$ cat src/rtl/cube_pkg.sv
// Shared LED-cube definitions: frame geometry, sync marker, loader state
// encoding and the GRB word packing used by both loader and driver.
package cube_pkg;

    localparam int NUM_LEDS  = 64;
    localparam int ADDR_W    = 10;
    localparam int LED_IDX_W = $clog2(NUM_LEDS);

    localparam logic [7:0] SYNC_BYTE = 8'hA5;

    typedef enum logic [2:0] {
        ST_IDLE     = 3'd0,
        ST_RECV_R   = 3'd1,
        ST_RECV_G   = 3'd2,
        ST_RECV_B   = 3'd3,
        ST_WRITE    = 3'd4,
        ST_RECV_CHK = 3'd5
    } loader_state_e;

    function automatic logic [23:0] pack_grb(input logic [7:0] g,
                                             input logic [7:0] r,
                                             input logic [7:0] b);
        return {g, r, b};
    endfunction

endpackage

$ cat src/rtl/cube_frame_loader_idle_timer.sv
// Inter-byte idle counter: raises expired once TIMEOUT_CYCLES edges have
// passed while enabled without a clear.
module idle_timer #(
    parameter int TIMEOUT_CYCLES = 200000
) (
    input  logic clk,
    input  logic rst,
    input  logic enable,
    input  logic clear,
    output logic expired
);

    localparam int CNT_W = $clog2(TIMEOUT_CYCLES + 1);
    localparam logic [CNT_W-1:0] LIMIT = CNT_W'(TIMEOUT_CYCLES - 1);

    logic [CNT_W-1:0] count_q;
    logic [CNT_W-1:0] count_d;

    always_comb begin
        count_d = count_q;
        if (clear || !enable) begin
            count_d = '0;
        end else if (count_q != LIMIT) begin
            count_d = count_q + CNT_W'(1);
        end
    end

    always_ff @(posedge clk or posedge rst) begin
        if (rst) begin
            count_q <= '0;
        end else begin
            count_q <= count_d;
        end
    end

    // Saturates at LIMIT so expired stays asserted until the FSM leaves.
    assign expired = enable && (count_q == LIMIT);

endmodule

$ cat src/rtl/cube_frame_loader.sv
// Framed UART byte stream -> frame RAM writer. One GRB word per LED,
// XOR-checksummed frames, single-cycle done/error pulses.
module cube_frame_loader
    import cube_pkg::*;
#(
    parameter int TIMEOUT_CYCLES = 200000
) (
    input  logic              CLK,
    input  logic              RESET,
    input  logic [7:0]        RX_DATA,
    input  logic              RX_VALID,
    output logic              RX_READY,
    output logic [ADDR_W-1:0] WR_ADDR,
    output logic [23:0]       WR_DATA,
    output logic              WR_EN,
    output logic              BUSY,
    output logic              FRAME_DONE,
    output logic              FRAME_ERR
);

    loader_state_e        state_q, state_d;
    logic [LED_IDX_W-1:0] led_q, led_d;
    logic [7:0]           r_q, r_d;
    logic [7:0]           g_q, g_d;
    logic [7:0]           xor_q, xor_d;
    logic                 rx_ready_q, rx_ready_d;
    logic                 wr_en_q, wr_en_d;
    logic [ADDR_W-1:0]    wr_addr_q, wr_addr_d;
    logic [23:0]          wr_data_q, wr_data_d;
    logic                 busy_q, busy_d;
    logic                 done_q, done_d;
    logic                 err_q, err_d;

    logic accept;
    logic tmr_enable;
    logic tmr_clear;
    logic tmr_expired;

    assign accept     = RX_VALID && rx_ready_q;
    assign tmr_enable = (state_q != ST_IDLE);
    assign tmr_clear  = accept || (state_q == ST_IDLE);

    idle_timer #(
        .TIMEOUT_CYCLES(TIMEOUT_CYCLES)
    ) u_idle_timer (
        .clk    (CLK),
        .rst    (RESET),
        .enable (tmr_enable),
        .clear  (tmr_clear),
        .expired(tmr_expired)
    );

    always_comb begin
        state_d   = state_q;
        led_d     = led_q;
        r_d       = r_q;
        g_d       = g_q;
        xor_d     = xor_q;
        wr_addr_d = wr_addr_q;
        wr_data_d = wr_data_q;
        done_d    = 1'b0;
        err_d     = 1'b0;

        // Byte acceptance is tested before the timeout so a byte landing on
        // the expiry edge still counts.
        case (state_q)
            ST_IDLE: begin
                if (accept && (RX_DATA == SYNC_BYTE)) begin
                    state_d = ST_RECV_R;
                    led_d   = '0;
                    xor_d   = '0;
                end
            end
            ST_RECV_R: begin
                if (accept) begin
                    r_d     = RX_DATA;
                    xor_d   = xor_q ^ RX_DATA;
                    state_d = ST_RECV_G;
                end else if (tmr_expired) begin
                    state_d = ST_IDLE;
                    err_d   = 1'b1;
                end
            end
            ST_RECV_G: begin
                if (accept) begin
                    g_d     = RX_DATA;
                    xor_d   = xor_q ^ RX_DATA;
                    state_d = ST_RECV_B;
                end else if (tmr_expired) begin
                    state_d = ST_IDLE;
                    err_d   = 1'b1;
                end
            end
            ST_RECV_B: begin
                if (accept) begin
                    xor_d     = xor_q ^ RX_DATA;
                    wr_addr_d = {{(ADDR_W - LED_IDX_W){1'b0}}, led_q};
                    wr_data_d = pack_grb(g_q, r_q, RX_DATA);
                    state_d   = ST_WRITE;
                end else if (tmr_expired) begin
                    state_d = ST_IDLE;
                    err_d   = 1'b1;
                end
            end
            ST_WRITE: begin
                if (led_q == LED_IDX_W'(NUM_LEDS - 1)) begin
                    state_d = ST_RECV_CHK;
                end else begin
                    led_d   = led_q + LED_IDX_W'(1);
                    state_d = ST_RECV_R;
                end
            end
            ST_RECV_CHK: begin
                if (accept) begin
                    state_d = ST_IDLE;
                    if (RX_DATA == xor_q) begin
                        done_d = 1'b1;
                    end else begin
                        err_d = 1'b1;
                    end
                end else if (tmr_expired) begin
                    state_d = ST_IDLE;
                    err_d   = 1'b1;
                end
            end
            default: begin
                state_d = ST_IDLE;
            end
        endcase

        // Registered outputs follow the state being entered.
        rx_ready_d = (state_d != ST_WRITE);
        wr_en_d    = (state_d == ST_WRITE);
        busy_d     = (state_d != ST_IDLE);
    end

    always_ff @(posedge CLK or posedge RESET) begin
        if (RESET) begin
            state_q    <= ST_IDLE;
            led_q      <= '0;
            r_q        <= '0;
            g_q        <= '0;
            xor_q      <= '0;
            rx_ready_q <= 1'b0;
            wr_en_q    <= 1'b0;
            wr_addr_q  <= '0;
            wr_data_q  <= '0;
            busy_q     <= 1'b0;
            done_q     <= 1'b0;
            err_q      <= 1'b0;
        end else begin
            state_q    <= state_d;
            led_q      <= led_d;
            r_q        <= r_d;
            g_q        <= g_d;
            xor_q      <= xor_d;
            rx_ready_q <= rx_ready_d;
            wr_en_q    <= wr_en_d;
            wr_addr_q  <= wr_addr_d;
            wr_data_q  <= wr_data_d;
            busy_q     <= busy_d;
            done_q     <= done_d;
            err_q      <= err_d;
        end
    end

    assign RX_READY   = rx_ready_q;
    assign WR_EN      = wr_en_q;
    assign WR_ADDR    = wr_addr_q;
    assign WR_DATA    = wr_data_q;
    assign BUSY       = busy_q;
    assign FRAME_DONE = done_q;
    assign FRAME_ERR  = err_q;

endmodule
$ cat config.mk
export PLATFORM = sky130hd
export DESIGN_NAME = cube_frame_loader
export DESIGN_NICKNAME = d
export VERILOG_FILES = /design/src/rtl/cube_pkg.sv /design/src/rtl/cube_frame_loader_idle_timer.sv /design/src/rtl/cube_frame_loader.sv
export SDC_FILE = /design/constraint.sdc
export NUM_CORES = 1
export LEC_CHECK = 0
export ABC_AREA = 1
export CORE_MARGIN = 3
export CORE_UTILIZATION = 40
export CTS_CLUSTER_SIZE = 28
export DETAILED_ROUTE_END_ITERATION = 6
export GPL_TIMING_DRIVEN = 0
export PLACE_DENSITY = 0.72
export RECOVER_POWER = 25
export SETUP_SLACK_MARGIN = 0.5
export SYNTH_ARGS = -nofsm -noshare
export SYNTH_HDL_FRONTEND = slang
export SYNTH_SLANG_ARGS = --single-unit
$ cat constraint.sdc
create_clock -name CLK -period 6.5 [get_ports CLK]
set_input_delay 0.65 -clock CLK [delete_from_list [all_inputs] [get_ports CLK]]
set_output_delay 0.65 -clock CLK [all_outputs]
set_load 0.02 [all_outputs]
# After elaboration in Yosys (flattened, before gate mapping)

Index checks and enable logic that the tools add are counted.
Widths: inputs -> output; s select.

Reductions and logical operators: 18
Add/subtract/negate cells: 2
Multiplexer cells: 24
Bitwise gates (word level): 1
Equal/unequal tests: 15

Operators with widths:

| cell                  | count |
|---|---|
| $mux 18               | 2 |
| $mux 3                | 7 |
| $add 18x1->18 const B | 1 |
| $eq 18x18->1 const B  | 1 |
| $ne 18x18->1 const B  | 1 |
| $pmux 3 s6            | 1 |
| $mux 8                | 2 |
| $pmux 8 s2            | 1 |
| $mux 6                | 2 |
| $pmux 6 s2            | 1 |
| $eq 3x3->1 const B    | 3 |
| $eq 8x8->1            | 1 |
| $eq 8x8->1 const B    | 1 |
| $xor 8x8->8           | 1 |
| $mux 1                | 7 |
| $add 6x1->6 const B   | 1 |
| $eq 3x2->1 const B    | 2 |
| $eq 6x6->1 const B    | 1 |
| $reduce_and 2->1      | 3 |
| $reduce_and 3->1      | 2 |
| $reduce_bool 2->1     | 3 |
| $reduce_bool 3->1     | 2 |
| $ne 2x1->1 const B    | 2 |
| $eq 3x1->1 const B    | 1 |
| other kinds (8)       | 11 |

Bits of input ports: 11
Register bits: 86
Logic and storage cells: 73
Output and inout bits: 39

# Depth between registers and ports, before layout

Gate-level depths: netlist of run 1.

Word-level depth: 6
Gate-level depth with buffers: 9

# Modules after synthesis

From an unflattened synthesis of run 1, not the netlist that was laid out.

Cell total of the unflattened synthesis: 523
Area total of the unflattened synthesis: 4108.9 um^2

Modules (own cells, without submodules):

| module            | seq. area each (um^2) | cells an instance | area an instance (um^2) | times used |
|---|---|---|---|---|
| cube_frame_loader | 1701.6                | 349               | 2934.1                  | 1 |
| idle_timer        | 450.4                 | 174               | 1174.9                  | 1 |

# Least setup slack after synthesis of run 1

No wires, ideal clock.

Kind: input to register
From: input RX_VALID
To: register wr_data_q[14], in the netlist WR_DATA[14]
Data arrival time: 1.376 ns
Buffers on the path: 1
Path slack: 5.007 ns
Cell stages on the path: 8
Cell sequence: nand2_4 > nor2_4 > nand2_2 > nor2_4 > inv_2 > clkbuf_8 > nand2_1 > nand2_1

Word-level cells in the longest chain between the ends: 2

RTL lines:

| what                       | line                     | RTL |
|---|---|---|
| from (decl)                | cube_frame_loader.sv:11  | `input logic RX_VALID,` |
| $logic_and 1x1->1          | cube_frame_loader.sv:39  | `assign accept = RX_VALID && rx_ready_q;` |
| $reduce_and 2->1 (no line) | -                        |  |
| to (signal assigned)       | cube_frame_loader.sv:160 | `wr_data_q <= wr_data_d;` |
| to (decl)                  | cube_frame_loader.sv:29  | `logic [23:0] wr_data_q, wr_data_d;` |

Every way passes these cells.
A chain may end at the register's enable or synchronous reset.

# Worst setup path after layout of run 1

From: register rx_ready_q, in the netlist RX_READY
To: output RX_READY

RTL lines:

| what                   | line                     | RTL |
|---|---|---|
| from (decl)            | cube_frame_loader.sv:26  | `logic rx_ready_q, rx_ready_d;` |
| from (signal assigned) | cube_frame_loader.sv:157 | `rx_ready_q <= rx_ready_d;` |
| to (decl)              | cube_frame_loader.sv:12  | `output logic RX_READY,` |

No word-level cell between the ends.

==> results.yml, run 1 <==
grt:
  grt_pass1_vias: 3166
  antenna_found_initial: 0
  grt_pass1_wl_mm: 14.69
  grt_max_degree: 73
  grt.overflow.total: 0
  grt.met1_usage_pct: 21.06
  top_usage_layer: "met2"
  use_met2_pct: 26.74
  grtUsageTotal_pct: 16.14
  grt_use_met3_pct: 3.582
route:
  num_vias: 3212
  drcViolationCount: 0
  drt-initial-drc-count: 145
  wire_per_inst_um: 12.96
  postRouteAntennaNets: 0
  viasPerCell: 4.852
  drt_wl_total_mm: 8.581
  firstDrtPassIters: 4
worst_setup_path:
  critical_path.startpoint_type: "flop"
  crit_required_ns: 5.85
  path_buf_inv: 1
  crit_fanout: 2
  arrival_ns: 1.41
  cp_top_family: "buffers and inverters"
  crit_path_max_incr_delay_ns: 0.63
  path_cells: "clkdlybuf4s50_1"
  critPathKind: "reg2out"
  cp-end-kind: "output port"
  slowest_stage: "clkdlybuf4s50_1"
timing:
  worst_pin_slew_ns: 0.7375
  fin_skew_ns: 0.01595
  fmax_mhz: 485.8
  hold_slack_ns: 0.4795
  fin_tns_setup_ns: 0
  final.period_utilization_pct: 31.67
  hold_violations: 0
  rsz0062_at_grt: "false"
  min_period_ns: 2.058
  drv_slew: 0
  setup_viol: 0
  slew_headroom_pct: 50.56
floorplan:
  coreArea_um2: 9774
  io_pins: 50
  dieWidth_um: 106.4
  dieArea_um2: 11320
  start_util_pct: 41.26
  row_count: 36
  die_y_um: 106.4
worst_hold_path:
  hp-class: "reg2reg"
power_and_ir_drop:
  p_leak_nw: 2.304
  peakVddDrop_uv: 168.1
  p_per_area_nw_per_um2: 401.2
synthesis:
  yosysSeqAreaShare_pct: 53.37
  synth_edf_count: 0
  netlist_instances: 464
  ys.flop_type: "dfrtp_1"
  avgSynthCellArea_um2: 8.691
  synth_warnings: 0
  synth_area_um2: 4033
  synth.distinct_cells: 36
  synth-seq-cells: 86
  async_reset_ff_share_pct: 100.0
clocking:
  holdBufCountCts: 0
  clk_path_buf_depth: 2
  cts_tree: "done"
  cts_resized: 0
  cts-root-buf: "clkbuf_8"
  clkLatencyLatePin_ns: 0.37
  cts_setup_buffers: 0
  clock-sinks: 86
  htreeDepth: 3
  cts_buffers: 9
  clkTransAtPathRegs_ns: 0.11
layout:
  fillers: 924
  antenna-diode-count: 0
  drive_gt1_share_pct: 12.10
  synthToLayoutAreaGrowth_pct: 21.25
  design_area_um2: 4890
  final_common_cell: "nand2_1"
  final_cell_mix: "146 x nand2_1, 86 x dfrtp_1, 45 x inv_1"
  nNetsFinal: 537
job:
  drv_cap: 0
placed_design:
  place.gp.congestion: 0.8899
  dp_hpwl_mm: 6.381
  port_buffers: 45
  placed_area_um2: 4691
outcome:
  status: "completed"
==> final timing paths <==
path                                          from                       end  slack (ns)  cells past startpoint
setup / recovery                          RX_READY                  RX_READY        4.44                      1
hold / removal                         WR_DATA[23]               WR_DATA[23]        0.48                      2
setup reg to reg           u_idle_timer.count_q[0]                 FRAME_ERR        4.69                      7
hold reg to reg                        WR_DATA[23]               WR_DATA[23]        0.48                      2
max in group asynchronous                    RESET               WR_DATA[11]        4.94                      3
min in group asynchronous                    RESET  u_idle_timer.count_q[16]        0.82                      2
==> cells by family after synthesis <==
| family | count (synthesis) | synth area share (%) |
|---|---|---|
| adder cells (fa/ha/maj) | 2 | 0.6204 |
| multiplexers | 1 | 0.2482 |
| AND/OR/NAND/NOR | 230 | 24.82 |
| flip-flops | 86 | 53.37 |
| AO/OA/AOI/OAI | 65 | 9.742 |
| buffers and inverters | 65 | 8.067 |
| other | 1 | 0.09299 |
| XOR/XNOR | 14 | 3.041 |
==> per-layer routing <==
metal  part of all wire, %  vias up
li1                      -     1598
met1                    45     1523
met2                    48       75
met3                   4.6       16
met4                   1.7        0
met5                     0        -
==> layout make-up <==
| type | instances | area [um^2] | share of cell area (%) |
|---|---|---|---|
| well taps | 133 | 166.4 | 3.403 |
| repair buffers | 46 | 478.0 | 9.775 |
| plain buffers | 13 | 130.1 | 2.661 |
| multi-input cells | 316 | 1567 | 32.04 |
| clock inverters | 7 | 76.32 | 1.561 |
| flip-flops and latches | 86 | 2152 | 44.01 |
| inverters | 52 | 196.4 | 4.017 |
| clock buffers | 9 | 123.9 | 2.533 |
==> metrics by stage <==
stage	total power, mW	cells	setup slack, ns	utilization, %
final	1.962	662	4.442	50.03
after global routing	2.110	662	4.382	50.03
after CTS	1.983	662	4.427	50.04
after detailed placement	1.608	646	4.172	47.99
after global placement	1.576	645	2.311	47.68
after floorplan	1.314	467	3.628	-
==> synthesized netlist by cell type, types with 3 or more instances <==
| cell | instances | area (um^2) |
|---|---|---|
| nor2_2 | 3 | 18.77 |
| nor2_1 | 33 | 123.9 |
| dfrtp_1 | 86 | 2152 |
| nand2_1 | 146 | 548.0 |
| o22ai_1 | 8 | 50.05 |
| xnor2_1 | 8 | 70.07 |
| o21ai_1 | 3 | 15.01 |
| nand3_1 | 20 | 100.1 |
| a21oi_1 | 9 | 45.04 |
| nand4_1 | 5 | 31.28 |
| o21ai_2 | 13 | 113.9 |
| xor2_1 | 6 | 52.55 |
| inv_2 | 6 | 22.52 |
| nor3_1 | 9 | 45.04 |
| nor2_4 | 4 | 45.04 |
| o21ai_0 | 28 | 140.1 |
| inv_1 | 46 | 172.7 |
| buf_4 | 5 | 37.54 |
==> where the power goes <==
| part | switching [mW] | leakage [nW] | internal [mW] |
|---|---|---|---|
| Sequential | 0.122 | 1.11 | 0.714 |
| Clock | 0.220 | 0.103 | 0.153 |
| Combinational | 0.430 | 1.09 | 0.322 |
==> state kept, by name, indices dropped and copies added, names as in the netlist <==
name,count
BUSY,1
g_q,8
state_q,3
r_q,8
led_q,6
xor_q,8
WR_ADDR,6
RX_READY,1
WR_DATA,24
FRAME_ERR,1
u_idle_timer.count_q,18
FRAME_DONE,1
WR_EN,1
No activity file was read; power rests on OpenSTA's default activity.
==> run 2: changes to the inputs <==
PLACE_DENSITY = 0.74   (was 0.72)
clock period = 1.7 ns   (was 6.5 ns; I/O delays follow)
==> results.yml, run 2 (synthesis results as in run 1) <==
worst_setup_path:
  crit_required_ns: 1.93
  arrival_ns: 1.76
  crit_fanout: 8
  cp-end-kind: "flop"
  critPathKind: "in2reg"
  critical_path.startpoint_type: "input pin"
route:
  postRouteAntennaNets: 0
  firstDrtPassIters: 5
  viasPerCell: 5.115
  wire_per_inst_um: 16.12
  num_vias: 3698
  drcViolationCount: 0
  drt_wl_total_mm: 11.65
  drt-initial-drc-count: 195
layout:
  synthToLayoutAreaGrowth_pct: 49.12
  final_common_cell: "nand2_1"
  fillers: 754
  nNetsFinal: 598
  design_area_um2: 6013
  final_cell_mix: "92 x nand2_1, 74 x dfrtp_1, 53 x nand2_2"
  postLayoutCoreUtil_pct: 61.52
  antenna-diode-count: 0
  drive_gt1_share_pct: 50.34
  multiInputGateArea_um2: 2156
  largest_register_ffs: 24
  area.sequential_um2: 2167
  fin_cells: 723
clocking:
  clkTransAtPathRegs_ns: 0.09
  holdBufCountCts: 0
  clk_path_buf_depth: 2
  clkLatencyLatePin_ns: 0.36
  cts_buffers: 9
  cts_tree: "done"
  clock-sinks: 86
  cts-root-buf: "clkbuf_8"
  htreeDepth: 3
power_and_ir_drop:
  p_leak_nw: 2.842
  p_per_area_nw_per_um2: 1529
  peakVddDrop_uv: 834.9
placed_design:
  port_buffers: 45
  place_worst_setup_slack_ns: -0.1477
  dp_hpwl_mm: 6.438
  dp_cells: 647
  place.gp.congestion: 0.8543
  placed_area_um2: 4830
timing:
  setup_viol: 0
  fmax_mhz: 652.5
  fin_skew_ns: 0.01022
  drv_slew: 0
  slew_headroom_pct: 37.73
  final.period_utilization_pct: 90.14
  hold_violations: 0
  setup_ws_ns: 0.1675
  fin_tns_setup_ns: 0
  rsz0062_at_grt: "true"
  worst_pin_slew_ns: 0.9289
  min_period_ns: 1.532
grt:
  grt_pass1_wl_mm: 18.26
  grt.overflow.total: 0
  grtUsageTotal_pct: 20.12
  grt_max_degree: 37
  antenna_found_initial: 0
  grt_pass1_vias: 3760
floorplan:
  coreArea_um2: 9774
  io_pins: 50
  start_util_pct: 41.26
  dieArea_um2: 11320
  row_count: 36
  die_y_um: 106.4
  dieWidth_um: 106.4
job:
  drv_cap: 0
outcome:
  status: "completed"
worst_hold_path:
  hp-class: "in2async"
-- run 2: cell types whose count changed in the layout (fill, tap and decap cells not counted), moves of 15 or more --
cell,before,now
buf_6,2,17
o21ai_0,28,1
clkdlybuf4s50_1,44,9
nand2_2,2,53
nand2_1,146,92
buf_2,0,24
buf_4,5,40
-- run 2: power by group --
part | leakage, nW | switching [mW] | internal, mW
clock | 0.107 | 0.768 | 0.730
combinational | 1.64 | 2.39 | 1.97
sequential | 1.10 | 0.589 | 2.74
total | 2.84 | 3.75 | 5.44
-- run 2: worst max-delay path, cell delays in order --
cell             delay, ns
clkdlybuf4s50_1       0.48
inv_1                 0.25
nand2_1               0.11
nor2_2                0.15
nand3_4               0.14
o21ai_4               0.32
o22ai_2               0.13
-- run 2: timing repair --
| action | in CTS | in global routing |
|---|---|---|
| buffers inserted | 43 | 12 |
| resized for setup | 221 | 105 |
| endpoints found under the hold margin | 0 | 0 |
| pin swaps | 37 | 26 |
| gates cloned | 5 | 0 |
| endpoints found under the setup margin | 121 | 115 |
-- run 2: worst paths after layout --
kind                             startpoint           to  slack, ns  cells past startpoint
worst max-delay path             RX_DATA[4]     xor_q[2]       0.17                      7
worst min-delay path                  RESET   FRAME_DONE       0.41                      2
worst max register to register     RX_READY  WR_DATA[22]       0.21                      8
worst min register to register  WR_DATA[13]  WR_DATA[13]       0.48                      2
max in group asynchronous             RESET     RX_READY       0.41                      4
min in group CLK                WR_DATA[13]  WR_DATA[13]       0.48                      2
-- run 2: stage by stage --
step                power, mW  hold slack (ns)
floorplan               5.175           0.3393
global placement        6.164           0.4528
detailed placement      6.294           0.4584
CTS                     8.749           0.1889
global route            9.660           0.4906
finish                  9.191           0.4091
-- run 2: layout make-up --
cell class / count / area share (%)
clock inverters: 6 / 1.165
flip-flops and latches: 86 / 36.04
inverters: 52 / 3.600
multi-input cells: 316 / 35.85
clock buffers: 10 / 2.289
repair buffers: 107 / 15.21
plain buffers: 13 / 3.079
well taps: 133 / 2.767
-- run 2: layer usage --
| metal | share of wire, % | vias up | track usage [%] |
|---|---|---|---|
| met2 | 53 | 113 | 35.07 |
| met4 | 3.3 | 0 | 8.696 |
| met1 | 39 | 1832 | 24.53 |
| met5 | 0 | - | 0 |
| met3 | 4.5 | 35 | 3.279 |
| li1 | - | 1718 | - |
